[src/rtl/flit_demux_1ton.sv]
// Wormhole 1-to-N flit demultiplexer. A head flit locks its packet's path to one
// output port until the tail. A single output register is shared by all ports.
module flit_demux_1ton #(
    parameter int unsigned NUM_PORTS = 5,
    parameter int unsigned FLIT_W    = 16,
    parameter int unsigned PORT_W    = $clog2(NUM_PORTS)
) (
    input  logic                 clk,
    input  logic                 rst_n,
    input  logic                 in_valid,
    output logic                 in_ready,
    input  logic [FLIT_W-1:0]    in_flit,
    output logic [NUM_PORTS-1:0] out_valid,
    input  logic [NUM_PORTS-1:0] out_ready,
    output logic [FLIT_W-1:0]    out_flit,
    output logic                 err,
    input  logic                 err_clr,
    output logic                 busy
);

    typedef enum logic [1:0] {
        IDLE   = 2'd0,
        LOCKED = 2'd1,
        DROP   = 2'd2
    } state_e;

    localparam logic [1:0] T_BODY = 2'b00;
    localparam logic [1:0] T_HEAD = 2'b01;
    localparam logic [1:0] T_TAIL = 2'b10;
    localparam logic [1:0] T_HT   = 2'b11;

    state_e                 state_q, state_d;
    logic [PORT_W-1:0]      lock_port_q, lock_port_d;
    logic [PORT_W-1:0]      fwd_port;
    logic [NUM_PORTS-1:0]   out_valid_q;
    logic [FLIT_W-1:0]      out_flit_q;
    logic                   err_q, busy_q;
    logic                   xfer, drain, fwd, set_err, dest_ok, is_head;
    logic [1:0]             ftype;
    logic [PORT_W-1:0]      dest;

    assign ftype   = in_flit[FLIT_W-1 -: 2];
    assign dest    = in_flit[PORT_W-1:0];
    assign dest_ok = 32'(dest) < NUM_PORTS;
    assign is_head = (ftype == T_HEAD) || (ftype == T_HT);

    // out_valid_q is one-hot on the buffered port, so masking selects its ready only
    assign drain    = |(out_valid_q & out_ready);
    assign in_ready = (state_q == DROP) || !(|out_valid_q) || drain;
    assign xfer     = in_valid && in_ready;

    // State register
    always_ff @(posedge clk or negedge rst_n) begin
        if (!rst_n) begin
            state_q     <= IDLE;
            lock_port_q <= '0;
        end else begin
            state_q     <= state_d;
            lock_port_q <= lock_port_d;
        end
    end

    // Next-state logic
    always_comb begin
        state_d     = state_q;
        lock_port_d = lock_port_q;
        if (xfer) begin
            case (state_q)
                IDLE: begin
                    if (ftype == T_HEAD) begin
                        if (dest_ok) begin
                            state_d     = LOCKED;
                            lock_port_d = dest;
                        end else begin
                            state_d = DROP;
                        end
                    end
                end
                LOCKED:  if (ftype == T_TAIL) state_d = IDLE;
                DROP:    if (ftype == T_TAIL) state_d = IDLE;
                default: state_d = IDLE;
            endcase
        end
    end

    // Forward / discard decision for the accepted flit
    always_comb begin
        fwd      = 1'b0;
        fwd_port = lock_port_q;
        set_err  = 1'b0;
        if (xfer) begin
            case (state_q)
                IDLE: begin
                    if (is_head && dest_ok) begin
                        fwd      = 1'b1;
                        fwd_port = dest;
                    end else begin
                        set_err = 1'b1;
                    end
                end
                LOCKED: begin
                    if (is_head) set_err = 1'b1;
                    else         fwd     = 1'b1;
                end
                default: ;
            endcase
        end
    end

    // Output register, sticky error and busy flag
    always_ff @(posedge clk or negedge rst_n) begin
        if (!rst_n) begin
            out_valid_q <= '0;
            out_flit_q  <= '0;
            err_q       <= 1'b0;
            busy_q      <= 1'b0;
        end else begin
            if (fwd) begin
                out_valid_q <= NUM_PORTS'(1) << fwd_port;
                out_flit_q  <= in_flit;
            end else if (drain) begin
                out_valid_q <= '0;
            end
            if (set_err)      err_q <= 1'b1;
            else if (err_clr) err_q <= 1'b0;
            busy_q <= (state_d != IDLE);
        end
    end

    assign out_valid = out_valid_q;
    assign out_flit  = out_flit_q;
    assign err       = err_q;
    assign busy      = busy_q;

endmodule

[config.mk]
export PLATFORM = sky130hd
export DESIGN_NAME = flit_demux_1ton
export DESIGN_NICKNAME = d
export VERILOG_FILES = /design/src/rtl/flit_demux_1ton.sv
export SDC_FILE = /design/constraint.sdc
export NUM_CORES = 1
export LEC_CHECK = 0
export CORE_MARGIN = 8
export CORE_UTILIZATION = 48
export CTS_CLUSTER_DIAMETER = 120
export DETAILED_ROUTE_END_ITERATION = 8
export PLACE_DENSITY = 0.84
export SYNTH_ARGS = -nofsm -noshare
export SYNTH_HDL_FRONTEND = slang
export SYNTH_SLANG_ARGS = --single-unit
export TNS_END_PERCENT = 1
[constraint.sdc]
create_clock -name clk -period 5.3 [get_ports clk]
set_input_delay 1.59 -clock clk [delete_from_list [all_inputs] [get_ports clk]]
set_output_delay 1.59 -clock clk [all_outputs]
set_load 0.01 [all_outputs]
# == After elaboration in Yosys (flattened, before gate mapping) ==
# Index checks and enable logic that the tools add are counted.
# word_totals
regBits,28
inputBits,25
wordCells,48
# op_classes
order_cmp,1
n_eq_ne,5
shift,1
n_mux,20
bitwise,1
n_reduce_logical,14
# op_table
cell,count
$mux W5,2
$reduce_or A5 Y1,2
$mux W3,3
$mux W1,8
$mux W2,4
$eq A2 B2 Y1 const B,3
$reduce_bool A2 Y1,3
$and A5 B5 Y5,1
$shl A1 B3 Y5 const A,1
$eq A2 B1 Y1 const B,2
$pmux W1 S2,2
$pmux W2 S2,1
$reduce_and A4 Y1,1
$logic_or A1 B1 Y1,3
$lt A3 B3 Y1 const B,1
$logic_and A1 B1 Y1,2
$logic_not A2 Y1,1
$reduce_or A2 Y1,1
$logic_not A1 Y1,1

# == Depth between registers and ports, before layout ==
# Gate-level depths: netlist (run 1).
# logic_depth
word_depth,8
ltp_mapped,8

# == Worst setup path after synthesis (run 1) ==
# No wires, ideal clock.
# synth_path
path_type,in2out
startpoint,input out_ready[2]
endpoint,output in_ready
arrival_time_ps,2247
required_ps,3710
setup_slack_ps,1463
cell_stages,3
n_path_buf,0
cell_sequence,a222oi_1 > and3_2 > nand2_1
# synth_between
elab_chain_cells,3
# synth_rtl
element,line_no,text
start: declaration,14,"input logic [NUM_PORTS-1:0] out_ready,"
$and A5 B5 Y5,48,assign drain = |(out_valid_q & out_ready);
$reduce_or A5 Y1,48,
$logic_or A1 B1 Y1,49,assign in_ready = (state_q == DROP) || !(|out_valid_q) || drain;
end: declaration,11,"output logic in_ready,"
# Every way passes these cells.

# == Worst setup path after layout (run 1) ==
# Same ends and word-level chain as after synthesis.

==> impl_metrics.yaml, run 1 <==
cts:
  clock-sinks: 28
  root_buffer: "clkbuf_4"
  cts_tree: "done"
  postCtsSetupBuffers: 0
  postCtsHoldBufs: 0
  post_cts_resized: 0
  ctsLongestPathBuffers: 2
  cts_made_buffers: 3
  worst_skew_pair.late_latency_ns: 0.34
  path_clk_slew_ns: 0.14
  cts_max_level: 1
timing:
  fin_tns_setup_ns: 0
  fin_crit_sh_pct: 89.9
  rsz0062_at_grt: "no"
  setup_violations: 0
  layout_min_cycle_time_ns: 4.77
  tightest_slew_ns: 0.870
  fin_skew_ns: 0.0161
  slew_violations: 0
  relSlewSlack_pct: 42.0
  fmax_mhz: 210
  hold_viol: 0
route:
  drt_iter0_drc: 54
  wl_per_cell_um: 18.4
  num_vias: 1174
  routed_wl_um: 3710
  drc: 0
  via_per_inst: 5.81
  dr.pass1.iters: 4
  ant_nets: 0
place:
  place_hpwl_um: 2860
  dpl_cell_area_sq_mm: 0.00190
  gp_congestion: 0.800
  port_buffers: 48
worst_setup_path:
  path_class: "input pin to output pin"
  reg2reg_to: "out_flit[4]$_DFFE_PN0P_"
  arrival_ns: 3.18
  crit_path_max_incr_delay_ns: 0.49
  cp_common_cell: "clkdlybuf4s50_1"
  reg2reg_slack_ns: 2.76
  rr_startpoint: "state_q[0]$_DFF_PN0_"
  startpoint_type: "input pin"
  path_cells: "clkdlybuf4s50_1, a222oi_1, and3_2, nand2_1, clkdlybuf4s50_1"
  critPathRequiredTime_ns: 3.71
  cp-end-kind: "output pin"
  cp_slowest_cell: "clkdlybuf4s50_1"
  worst-r2r-cell-count: 6
  worst-path-max-fanout: 2
  worst-path-buf-inv: 2
  cp_top_family: "buffers and inverters"
die:
  fp-row-count: 19
  die_h_um: 70.2
  die_w_um: 70.2
  ios: 49
  coreArea_sq_mm: 0.00278
  dieArea_sq_mm: 0.00493
  start_util_pct: 50.7
power:
  pwr-share-comb_pct: 56.8
  power_density_mw_per_mm2: 641
  pwr-share-seq_pct: 31.8
  internal_power_uw: 791
  ir_drop_mv: 0.399
  switching_share_pct: 37.0
  power.leakage_uw: 0.000847
  p_switching_uw: 464
  p_clk_share_pct: 11.4
synthesis:
  ys_types: 32
  ys.flop_type: "dfrtp_1"
  synth_edf_count: 0
  synth_seq_area_share_pct: 49.6
  synthArstFlopShare_pct: 100
  syn_area_per_cell_sq_um: 11.7
  syn_inst: 121
  ys_warn_count: 0
  ys_ff_latch: 28
  synth_fp_nets: 150
  netlist_area_sq_mm: 0.00141
run:
  maxCapViolations: 0
global_route:
  grt_max_degree: 29
  grt_antenna_before_repair: 0
  grt_pass1_wl_um: 6240
  grt.overflow.total: 0
  grt_pass1_vias: 1298
  grtUsageTotal_pct: 15.3
layout:
  diodes: 0
  nets: 201
  stdcell_area_sq_mm: 0.00196
  drive_gt1_share_pct: 15.2
  syn_to_final_growth_pct: 38.6
min_path:
  holdCritStartpoint: "out_flit[5]$_DFFE_PN0P_"
  hold_path.class: "flip-flop to flip-flop"
  min_to: "out_flit[5]$_DFFE_PN0P_"
  hold_depth: 1
outcome:
  run_status: "finished clean"
[how the worst max path moves through the flow]
stage                             from       end  slack (ns)  cells past startpoint
after floorplan           out_ready[2]  in_ready        1.46                      3
after global placement    out_ready[2]  in_ready        0.57                      5
after detailed placement  out_ready[2]  in_ready        0.53                      5
after CTS                 out_ready[2]  in_ready        0.53                      5
after global routing      out_ready[2]  in_ready        0.47                      5
final                     out_ready[2]  in_ready        0.53                      5
[Yosys cell counts, types with 2 or more instances]
| master | number | area (sq um) |
|---|---|---|
| a22oi_1 | 2 | 15.0 |
| nor2_1 | 9 | 33.8 |
| mux2_2 | 8 | 90.1 |
| o22ai_1 | 2 | 12.5 |
| o2bb2ai_1 | 4 | 35.0 |
| nand2_1 | 10 | 37.5 |
| nor3_1 | 2 | 10.0 |
| o21ai_0 | 5 | 25.0 |
| o31ai_1 | 2 | 15.0 |
| a31oi_1 | 5 | 31.3 |
| a21oi_1 | 3 | 15.0 |
| mux2_4 | 10 | 150 |
| nor3b_1 | 2 | 15.0 |
| ha_1 | 4 | 50.1 |
| dfrtp_1 | 28 | 701 |
| nand3_1 | 2 | 10.0 |
| nand2b_1 | 2 | 12.5 |
| inv_1 | 7 | 26.3 |
[metrics by stage]
step	util, %	total power (uW)	setup slack (ns)	hold WS (ns)	instances
final	70.3	1250	0.533	0.531	202
after global routing	70.3	1330	0.473	0.561	202
after CTS	70.3	1260	0.532	0.540	202
after detailed placement	68.4	1120	0.533	0.495	198
after global placement	68.4	1080	0.574	0.491	198
after floorplan	-	815	1.46	0.503	121
[registers in the layout (all words and copies together), names as in the netlist]
| register | cells |
|---|---|
| out_flit | 16 |
| out_valid | 5 |
| lock_port_q | 3 |
| state_q | 2 |
| busy | 1 |
| err | 1 |
[final cells by class]
cell class | instances | area, sq um
clock inverters | 1 | 30.0
fillers | 213 | 826
multi-input cells | 83 | 649
clock buffers | 3 | 22.5
well taps | 31 | 38.8
repair buffers | 49 | 488
flip-flops and latches | 28 | 701
inverters | 7 | 26.3
[placed cells by master (no fill, tap or decap), types with 2 or more instances in the layout]
cell type / count
clkdlybuf4s50_1: 48
dfrtp_1: 28
nand2_1: 10
mux2_4: 10
nor2_1: 9
mux2_2: 8
inv_1: 7
o21ai_0: 5
a31oi_1: 5
o2bb2ai_1: 4
ha_1: 4
a21oi_1: 3
clkbuf_4: 3
nand2b_1: 2
nor3_1: 2
nand3_1: 2
o31ai_1: 2
a22oi_1: 2
nor3b_1: 2
o22ai_1: 2
[power groups by stage]
stage | registers (uW) | logic [uW] | clock network, uW
2_1_floorplan | 430 | 386 | 0
4_1_cts | 400 | 719 | 146
6_report | 399 | 712 | 143
3_5_place_dp | 402 | 714 | 0
5_1_grt | 414 | 770 | 152
3_3_place_gp | 394 | 684 | 0
[cells by family after synthesis]
kind of cell	after synthesis	share of synthesized area, %
buf+inv	10	4.34
compound gates	29	14.0
mux	19	17.7
flops	28	49.6
fa+ha+maj	4	3.55
simple gates	31	10.7
[routing by layer]
layer | track usage [%] | up-vias | part of all wire [%]
met3 | 4.38 | 7 | 7.2
met5 | 0 | - | 0
met4 | 6.25 | 0 | 1.9
met1 | 16.8 | 590 | 39
li1 | - | 532 | -
met2 | 26.7 | 45 | 52
Power figures use the tool's default switching activity.
==> inputs of run 2 (changes only) <==
--- a/config.mk
+++ b/config.mk
@@ -5,7 +5,7 @@
 export SDC_FILE = /design/constraint.sdc
 export NUM_CORES = 1
 export LEC_CHECK = 0
-export CORE_MARGIN = 8
+export CORE_MARGIN = 1
 export CORE_UTILIZATION = 48
 export CTS_CLUSTER_DIAMETER = 120
 export DETAILED_ROUTE_END_ITERATION = 8
==> run 2 against run 1 <==
Sequential share of layout area is the same. Count of clock-buffer cells in the layout is the same. Wire length shrank 15%. Register-to-register slack lost 0.02 ns. Sequential cell count is the same. Die area shrank 36%. Power shrank 0.75%. Worst hold slack lost 0.0052 ns. Final cell count is the same. Largest power group unchanged.
==> impl_metrics.yaml, run 2 (same netlist as run 1, synthesis figures left out) <==
die:
  coreArea_sq_mm: 0.00278
  die_h_um: 56.2
  dieArea_sq_mm: 0.00316
  ios: 49
  start_util_pct: 50.7
  fp-row-count: 19
  die_w_um: 56.2
global_route:
  grt_antenna_before_repair: 0
  grtUsageTotal_pct: 21.4
  grt_pass1_wl_um: 5330
  grt_pass1_vias: 1182
  grt.overflow.total: 0
  grt_max_degree: 29
cts:
  root_buffer: "clkbuf_4"
  worst_skew_pair.late_latency_ns: 0.32
  clock-sinks: 28
  cts_made_buffers: 3
  path_clk_slew_ns: 0.15
  cts_tree: "done"
  post_cts_resized: 0
  cts_max_level: 1
  ctsLongestPathBuffers: 2
  postCtsHoldBufs: 0
  postCtsSetupBuffers: 0
worst_setup_path:
  rr_startpoint: "state_q[0]$_DFF_PN0_"
  worst-r2r-cell-count: 6
  cp-end-kind: "output pin"
  critPathRequiredTime_ns: 3.71
  path_class: "input pin to output pin"
  arrival_ns: 3.17
  reg2reg_to: "out_flit[5]$_DFFE_PN0P_"
  worst-path-max-fanout: 2
  reg2reg_slack_ns: 2.74
  startpoint_type: "input pin"
timing:
  fin_crit_sh_pct: 89.9
  tightest_slew_ns: 0.902
  hold_viol: 0
  fmax_mhz: 210
  fin_skew_ns: 0.00177
  slew_violations: 0
  rsz0062_at_grt: "no"
  fin_tns_setup_ns: 0
  setup_violations: 0
  layout_min_cycle_time_ns: 4.76
  relSlewSlack_pct: 39.9
place:
  port_buffers: 48
  gp_congestion: 0.832
  place_hpwl_um: 2360
min_path:
  holdCritStartpoint: "out_flit[4]$_DFFE_PN0P_"
  hold_path.class: "flip-flop to flip-flop"
  min_to: "out_flit[4]$_DFFE_PN0P_"
  hold_depth: 1
route:
  dr.pass1.iters: 4
  via_per_inst: 5.88
  routed_wl_um: 3150
  ant_nets: 0
  drc: 0
  wl_per_cell_um: 15.6
  num_vias: 1187
  drt_iter0_drc: 42
power:
  power_density_mw_per_mm2: 637
  power.leakage_uw: 0.000847
  ir_drop_mv: 0.424
layout:
  largest_register_ffs: 16
  drive_gt1_share_pct: 15.2
  final_cell_mix: "clkdlybuf4s50_1 (48), dfrtp_1 (28), nand2_1 (10), mux2_4 (10), nor2_1 (9)"
  nets: 201
  seqCellArea_sq_um: 701
  multiInputGateArea_sq_um: 649
  fill_cells: 214
  diodes: 0
  final_common_cell: "clkdlybuf4s50_1"
  fin_util_pct: 70.3
  syn_to_final_growth_pct: 38.6
run:
  maxCapViolations: 0
outcome:
  run_status: "finished clean"
[run 2: cell counts in the layout (fill, tap and decap cells not counted)]
Identical to the previous run, type by type.
[run 2: how the worst max path moves through the flow]
stage	start	endpoint	slack [ns]	depth (start not counted)
after global routing	out_ready[2]	in_ready	0.48	5
final	out_ready[2]	in_ready	0.54	5
after detailed placement	out_ready[2]	in_ready	0.54	5
after floorplan	out_ready[2]	in_ready	1.46	3
after CTS	out_ready[2]	in_ready	0.55	5
after global placement	out_ready[2]	in_ready	0.58	5
[run 2: report_power, final]
part,switching (uW),internal (uW),leakage [uW]
registers,76.6,320,0.000344
logic,316,395,0.000475
clock network,61.6,76.4,0.0000279
[run 2: through the flow]
step / cells / cell area, sq um / power, uW / worst slack, ns / hold slack [ns]
2_1_floorplan: 121 / 1410 / 815 / 1.46 / 0.503
3_3_place_gp: 198 / 1900 / 1070 / 0.580 / 0.490
3_5_place_dp: 198 / 1900 / 1100 / 0.542 / 0.495
4_1_cts: 202 / 1960 / 1250 / 0.546 / 0.529
5_1_grt: 202 / 1960 / 1320 / 0.483 / 0.535
6_report: 202 / 1960 / 1240 / 0.536 / 0.525
[run 2: final cells by class]
type                       count  share of cell area, %
clock inverter                 1                   1.54
inverter                       7                   1.34
sequential                    28                   35.8
clock buffer                   3                   1.15
tap                           31                   1.98
timing repair buffer          49                   25.0
multi-input combinational     83                   33.2
[run 2: layer usage]
metal	GRT usage [%]	share of wire, %
met5	0	0
met4	8.36	2.6
met3	3.26	5.5
met2	35.5	51
met1	28.1	41
[run 2: critical path, cell delays in order]
cell and delay (ns):
clkdlybuf4s50_1 0.39, a222oi_1 0.36, and3_2 0.26, nand2_1 0.07, clkdlybuf4s50_1 0.50
==> inputs of run 3 (changes only) <==
--- a/config.mk
+++ b/config.mk
@@ -5,11 +5,13 @@
 export SDC_FILE = /design/constraint.sdc
 export NUM_CORES = 1
 export LEC_CHECK = 0
+export CELL_PAD_IN_SITES_DETAIL_PLACEMENT = 1
+export CELL_PAD_IN_SITES_GLOBAL_PLACEMENT = 1
 export CORE_MARGIN = 1
-export CORE_UTILIZATION = 48
+export CORE_UTILIZATION = 37
 export CTS_CLUSTER_DIAMETER = 120
 export DETAILED_ROUTE_END_ITERATION = 8
-export PLACE_DENSITY = 0.84
+export PLACE_DENSITY_LB_ADDON = 0.1
 export SYNTH_ARGS = -nofsm -noshare
 export SYNTH_HDL_FRONTEND = slang
 export SYNTH_SLANG_ARGS = --single-unit
==> run 3 against run 2 <==
Via count down 3.6%. Utilization down 16 points. Die area up 29%. First-iteration DRC count up 43%. Non-clock buffer count up 1. Global-route usage down 2.4 points. Register-to-register slack better by 0.31 ns. Largest cell class unchanged.
==> impl_metrics.yaml, run 3 (same netlist as run 1, synthesis figures left out) <==
route:
  drc: 0
  drt_iter0_drc: 60
  num_vias: 1144
  via_per_inst: 5.20
  dr.pass1.iters: 4
  wl_per_cell_um: 15.6
  routed_wl_um: 3430
  ant_nets: 0
cts:
  ctsLongestPathBuffers: 2
  postCtsHoldBufs: 0
  postCtsSetupBuffers: 0
  worst_skew_pair.late_latency_ns: 0.28
  post_cts_resized: 0
  cts_max_level: 1
  root_buffer: "clkbuf_8"
  path_clk_slew_ns: 0.10
  cts_tree: "done"
  clock-sinks: 28
  cts_made_buffers: 3
outcome:
  run_status: "finished clean"
layout:
  drive_gt1_share_pct: 15.7
  syn_to_final_growth_pct: 41.9
  final_common_cell: "clkdlybuf4s50_1"
  final_cell_mix: "clkdlybuf4s50_1 (48), dfrtp_1 (28), nand2_1 (10), mux2_4 (10), nor2_1 (9)"
  largest_register_ffs: 16
  diodes: 0
  nets: 202
  fill_cells: 412
  final_cells: 220
min_path:
  holdCritStartpoint: "out_flit[6]$_DFFE_PN0P_"
  hold_path.class: "flip-flop to flip-flop"
  hold_depth: 1
worst_setup_path:
  path_class: "input pin to output pin"
  startpoint_type: "input pin"
  critPathRequiredTime_ns: 3.71
  rr_startpoint: "state_q[0]$_DFF_PN0_"
  arrival_ns: 3.17
  crit_path_start: "out_ready[2]"
  cp-end-kind: "output pin"
  worst-path-max-fanout: 2
  worst-r2r-cell-count: 7
global_route:
  met2_usage_pct: 33.2
  grt_max_degree: 29
  grt.overflow.total: 0
  grt_util_met3_pct: 3.57
  grtUsageTotal_pct: 19.0
  grt_antenna_before_repair: 0
  grt-busiest-layer: "met2"
  grt_pass1_vias: 1240
  use_met1_pct: 23.3
  grt_pass1_wl_um: 5910
timing:
  slew_violations: 0
  layout_min_cycle_time_ns: 4.76
  fmax_mhz: 210
  fin_crit_sh_pct: 89.7
  relSlewSlack_pct: 50.2
  rsz0062_at_grt: "no"
  hold_viol: 0
  fin_skew_ns: 0.00770
  setup_violations: 0
  fin_tns_setup_ns: 0
  tightest_slew_ns: 0.740
power:
  power.leakage_uw: 0.000861
  ir_drop_mv: 0.238
  power_density_mw_per_mm2: 639
die:
  coreArea_sq_mm: 0.00366
  die_w_um: 63.8
  dieArea_sq_mm: 0.00407
  fp-row-count: 22
  start_util_pct: 38.6
  ios: 49
  die_h_um: 63.8
place:
  gp_congestion: 0.716
  port_buffers: 48
  dp.cells: 216
  place_hpwl_um: 2600
run:
  maxCapViolations: 0
run 3: cell types whose count changed in the layout (fill, tap and decap cells not counted):
cell,delta
clkbuf_4,-3
buf_4,+1
clkbuf_8,+3
run 3: where the power goes:
part / internal (uW) / switching, uW
Clock: 101 / 71.8
Combinational: 397 / 313
Sequential: 321 / 76.0
run 3: area by class of cell:
type / count / area (sq um) / share of cell area (%)
Clock buffer: 3 / 41.3 / 2.06
Clock inverter: 1 / 30.0 / 1.50
Inverter: 7 / 26.3 / 1.31
Multi-Input combinational cell: 83 / 649 / 32.4
Sequential cell: 28 / 701 / 35.0
Tap cell: 48 / 60.1 / 3.00
Timing Repair Buffer: 50 / 495 / 24.7
run 3: path summary, 6_finish.rpt:
kind / endpoint / slack (ns)
max in group asynchronous: out_flit[14]$_DFFE_PN0P_ / 3.35
hold / removal: out_flit[6]$_DFFE_PN0P_ / 0.52
min in group asynchronous: out_valid[3]$_DFFE_PN0P_ / 1.68
hold reg to reg: out_flit[6]$_DFFE_PN0P_ / 0.52
setup reg to reg: out_flit[4]$_DFFE_PN0P_ / 3.05
setup / recovery: in_ready / 0.54
run 3: stage by stage:
step	hold slack, ns	util, %	total power [uW]	setup WS [ns]	cell area, sq um
final	0.515	54.7	1280	0.544	2000
after global routing	0.544	54.7	1380	0.431	2000
after CTS	0.521	54.7	1290	0.538	2000
after detailed placement	0.499	52.8	1110	0.550	1930
after global placement	0.491	52.8	1090	0.573	1930
after floorplan	0.503	-	815	1.46	1410
run 3: worst max-delay path, cell delays in order:
cell and delay [ns]:
clkdlybuf4s50_1 0.40, a222oi_1 0.38, and3_2 0.25, nand2_1 0.07, clkdlybuf4s50_1 0.48
run 3: routing by layer:
layer,wire length [um],part of all wire (%),vias to the layer above
met5,0,0,-
met1,1480,43,582
met2,1800,52,21
li1,-,-,537
met3,115,3.3,4
met4,35,1.0,0
